### src/rtl/gb_frame_sequencer.sv
// Game Boy APU frame sequencer: turns a 512 Hz tick into the 256 Hz length,
// 128 Hz sweep and 64 Hz envelope clock pulses over an 8-step cycle.
module gb_frame_sequencer #(
    parameter int DIV_CYCLES  = 8192,
    parameter bit USE_EXT_DIV = 1'b0
) (
    input  logic       clk,
    input  logic       reset,
    input  logic       apu_enable,
    input  logic       div_bit,
    output logic       clk_length_ctr,
    output logic       clk_sweep,
    output logic       clk_envelope,
    output logic [2:0] step,
    output logic       length_next_skip
);

    localparam int            PW         = (DIV_CYCLES > 1) ? $clog2(DIV_CYCLES) : 1;
    localparam logic [PW-1:0] PRESC_LAST = PW'(DIV_CYCLES - 1);

    logic [PW-1:0] presc_q, presc_d;
    logic          div_prev_q;
    logic [2:0]    step_q, step_d;
    logic          len_q, len_d;
    logic          sweep_q, sweep_d;
    logic          env_q, env_d;
    logic          tick;

    // Returns {length, sweep, envelope} for the step being executed.
    function automatic logic [2:0] decode_step(input logic [2:0] s);
        logic len_f, sweep_f, env_f;
        len_f   = ~s[0];
        sweep_f = (s[1:0] == 2'b10);
        env_f   = (s == 3'd7);
        return {len_f, sweep_f, env_f};
    endfunction

    always_comb begin
        tick = 1'b0;
        if (USE_EXT_DIV) begin
            tick = apu_enable & div_prev_q & ~div_bit;
        end else begin
            tick = apu_enable & (presc_q == PRESC_LAST);
        end
    end

    always_comb begin
        presc_d = '0;
        if (!USE_EXT_DIV && apu_enable && (presc_q != PRESC_LAST)) begin
            presc_d = presc_q + 1'b1;
        end
    end

    always_comb begin
        step_d  = step_q;
        len_d   = 1'b0;
        sweep_d = 1'b0;
        env_d   = 1'b0;
        if (!apu_enable) begin
            step_d = 3'd0;
        end else if (tick) begin
            step_d                 = step_q + 3'd1;
            {len_d, sweep_d, env_d} = decode_step(step_q);
        end
    end

    always_ff @(posedge clk or posedge reset) begin
        if (reset) begin
            presc_q    <= '0;
            div_prev_q <= 1'b0;
            step_q     <= 3'd0;
            len_q      <= 1'b0;
            sweep_q    <= 1'b0;
            env_q      <= 1'b0;
        end else begin
            presc_q    <= presc_d;
            div_prev_q <= div_bit;
            step_q     <= step_d;
            len_q      <= len_d;
            sweep_q    <= sweep_d;
            env_q      <= env_d;
        end
    end

    assign clk_length_ctr   = len_q;
    assign clk_sweep        = sweep_q;
    assign clk_envelope     = env_q;
    assign step             = step_q;
    assign length_next_skip = step_q[0];

endmodule

### config.mk
export PLATFORM = sky130hd
export DESIGN_NAME = gb_frame_sequencer
export DESIGN_NICKNAME = d
export VERILOG_FILES = /design/src/rtl/gb_frame_sequencer.sv
export SDC_FILE = /design/constraint.sdc
export NUM_CORES = 1
export LEC_CHECK = 0
export ABC_AREA = 1
export BUFFER_PORTS_ARGS = -buffer_cell sky130_fd_sc_hd__buf_2
export CORE_ASPECT_RATIO = 1.4
export CORE_MARGIN = 3
export CORE_UTILIZATION = 45
export CTS_BUF_LIST = sky130_fd_sc_hd__clkbuf_8
export DETAILED_ROUTE_END_ITERATION = 12
export PLACE_DENSITY_LB_ADDON = 0.08
export SLEW_MARGIN = 20
export SYNTH_ARGS = -nofsm -noshare
export SYNTH_HDL_FRONTEND = slang
export SYNTH_SLANG_ARGS = --single-unit
export TNS_END_PERCENT = 10
### constraint.sdc
create_clock -name clk -period 1.25 [get_ports clk]
set_clock_uncertainty 0.05 [all_clocks]
set_input_delay 0 -clock clk [delete_from_list [all_inputs] [get_ports clk]]
set_output_delay 0 -clock clk [all_outputs]
set_load 0.03 [all_outputs]
==> impl_metrics.py <==
metrics = {
    "outcome": {
        "status": "finished, violations left",
        "violations": "negative setup slack",
    },
    "global_route": {
        "grt_pass1_vias": 890,
        "grt_max_degree": 20,
        "antenna_found_initial": 0,
        "track_usage": 0.1855,
        "grt_pass1_wl_mm": 3.974,
        "overflow": 0,
    },
    "layout": {
        "post-route-util": 0.5915,
        "area_growth_pct": 24.08,
        "n_fill_cell": 203,
        "final_cell_mix": "21 x nand2_1, 19 x dfrtp_1, 17 x buf_4",
        "final_area_um2": 1303,
        "layout_commonest_cell": "nand2_1",
        "multiInputGateArea_um2": 519.2,
        "drive_gt1_frac": 0.3750,
        "finalNonFillerCells": 166,
        "regArea_um2": 475.5,
        "antenna_cells": 0,
        "nets": 153,
    },
    "cts": {
        "numCtsBuffers": 3,
        "clock_sinks": 19,
        "h-tree-depth": 1,
        "clk_latency_ps": 260,
        "cts_max_path_buffers": 2,
        "cts_tree": "yes",
        "postCtsSetupRepairBufs": 0,
        "cts_root_buf": "clkbuf_8",
        "path_clk_slew_ps": 70,
    },
    "drt": {
        "postRouteAntennaNets": 0,
        "drt_iter0_drc": 13,
        "dr.pass1.iters": 5,
        "avgRoutedWirePerCell_um": 13.22,
        "vias": 820,
        "drc": 0,
        "routed_wl_mm": 2.195,
        "routed_via_density": 4.940,
    },
    "sta": {
        "finalCritPeriodShare": 1.096,
        "slew_violations": 0,
        "hold-worst-slack_ps": 81.84,
        "hold_violations": 0,
        "clock.fmax_mhz": 730.0,
        "worstMarginPinSlew_ps": 292.4,
        "slew_headroom": 0.8051,
        "setup_viol": 19,
        "rsz0062_at_grt": "true",
        "fin_ws_ps": -119.9,
        "period_needed_ps": 1370,
    },
    "floorplan": {
        "die_y_um": 63.15,
        "start_util": 0.4767,
        "io_pins": 11,
        "fp.dieArea_um2": 2957,
        "fp.dieW_um": 46.82,
        "core_area_um2": 2202,
        "rows": 20,
    },
    "power": {
        "switchingPower_uw": 258.2,
        "combPwrFrac": 0.071,
        "powerDensity_nw_per_um2": 869.2,
        "clockPowerShare": 0.373,
        "seqPwrFrac": 0.556,
        "power.leakage_uw": 0.0006573,
        "ir_worst_vdd_mv": 0.7236,
        "p_int_uw": 873.9,
        "swShare": 0.2281,
    },
    "yosys": {
        "synth_top_family_by_area": "simple AND/OR/NAND/NOR gates",
        "syn-num-nets": 123,
        "post_synth_num_cell_types": 20,
        "syn_area_um2": 1050,
        "synth_xor_area_frac": 0.05840,
        "synth_seq_cells": 19,
        "synth_compound_area_frac": 0.01430,
        "syn_avg_cell_area_um2": 9.128,
        "synthMuxAreaShare": 0,
        "synthCells": 115,
        "yosys_warnings": 0,
        "synth-simple-area-share": 0.3456,
        "synth_fa_ha_area_frac": 0.04768,
        "synth-seq-area-share": 0.4529,
    },
    "setup_path": {
        "cp_data_required_time_ps": 1350,
        "crit_arrival_ps": 1470,
        "critical_path.max_fanout": 6,
        "crit_type": "register to register",
        "cp-end-kind": "register",
        "cp-start-kind": "register",
    },
    "place": {
        "dp_slack_ps": -142.0,
        "placed_area_um2": 1220,
        "dp_hpwl_mm": 1.669,
        "port_buffers": 9,
        "gp_congestion": 0.7852,
        "post-place-cells": 160,
    },
    "worst_hold_path": {
        "hold_path.class": "input pin to register",
    },
    "job": {
        "maxCapViolCount": 0,
    },
}
-- critical path, cell delays in order (launching register included) --
cell	delay [ps]
dfrtp_1	360
ha_2	200
nand2_2	70
nor2_4	150
nand4_4	190
nand2_4	190
nor2_2	50
-- kinds of logic (layout without fill, tap and decap cells) --
| logic type | after synthesis | after routing |
|---|---|---|
| xor+xnor | 7 | 7 |
| buf+inv | 17 | 45 |
| fa+ha+maj | 4 | 4 |
| compound gates | 2 | 2 |
| simple gates | 66 | 67 |
| flops | 19 | 19 |
-- repair_timing --
item / CTS / global route
gates cloned: 0 / 1
hold buffers: 1 / 0
endpoints found under the hold margin: 19 / 0
gates resized for setup: 3 / 1
endpoints found under the setup margin: 19 / 19
pin swaps: 3 / 3
-- metal layers --
metal,wire (um),share of wire,vias up,track usage
li1,-,-,414,-
met2,1216,0.55,11,0.2959
met3,58,0.026,5,0.03143
met1,865,0.39,390,0.2220
met4,55,0.025,0,0.1073
met5,0,0,-,0
-- worst paths after layout --
kind	start	endpoint	slack (ps)	cells after the start
setup / recovery	presc_q[1]	presc_q[5]	-120	6
hold / removal	apu_enable	clk_envelope	80	3
setup reg to reg	presc_q[1]	presc_q[5]	-120	6
hold reg to reg	presc_q[0]	presc_q[0]	510	2
max in group asynchronous	reset	presc_q[2]	700	4
min in group asynchronous	reset	step[0]	240	4
-- metrics by stage --
stage                     TNS [ps]  total power (uW)
final                        -1653              1132
after global placement       -1180             712.0
after global routing         -3517              1180
after detailed placement     -1937             714.2
after floorplan              -1746             692.2
after CTS                    -1851              1141
-- power groups by stage --
stage / Sequential, uW / Clock [uW] / Combinational [uW]
after global placement: 640 / 0 / 72.0
after CTS: 629 / 434 / 78.8
after global routing: 630 / 458 / 92.5
after floorplan: 642 / 0 / 50.4
final: 629 / 422 / 80.7
after detailed placement: 641 / 0 / 73.5
-- final cells by class --
| cell class | instances | area share |
|---|---|---|
| well taps | 22 | 0.02113 |
| clock inverters | 1 | 0.002882 |
| multi-input cells | 80 | 0.3987 |
| flip-flops and latches | 19 | 0.3650 |
| inverters | 14 | 0.04035 |
| repair buffers | 27 | 0.1402 |
| clock buffers | 3 | 0.03170 |
-- Yosys cell counts --
library cell,number,area [um2]
buf_4,1,7.510
nor2_4,3,33.78
nand3_2,1,10.01
dfrtp_1,19,475.5
nor2_2,10,62.56
xor2_1,4,35.03
nand3b_1,1,7.510
nand4_1,3,18.77
nand4_4,1,21.27
inv_1,14,52.55
nand2_4,2,22.52
buf_12,1,20.02
o21bai_1,2,15.01
xnor2_1,3,26.28
buf_2,1,5.000
nand3_1,8,40.04
nor2_1,13,48.80
nand2_1,21,78.83
ha_1,4,50.05
nand2_2,3,18.77
-- state kept, by name, indices dropped and copies added (netlist names) --
register / flops
clk_sweep: 1
step: 3
clk_length_ctr: 1
presc_q: 13
clk_envelope: 1
No activity file was read; power rests on OpenSTA's default activity.
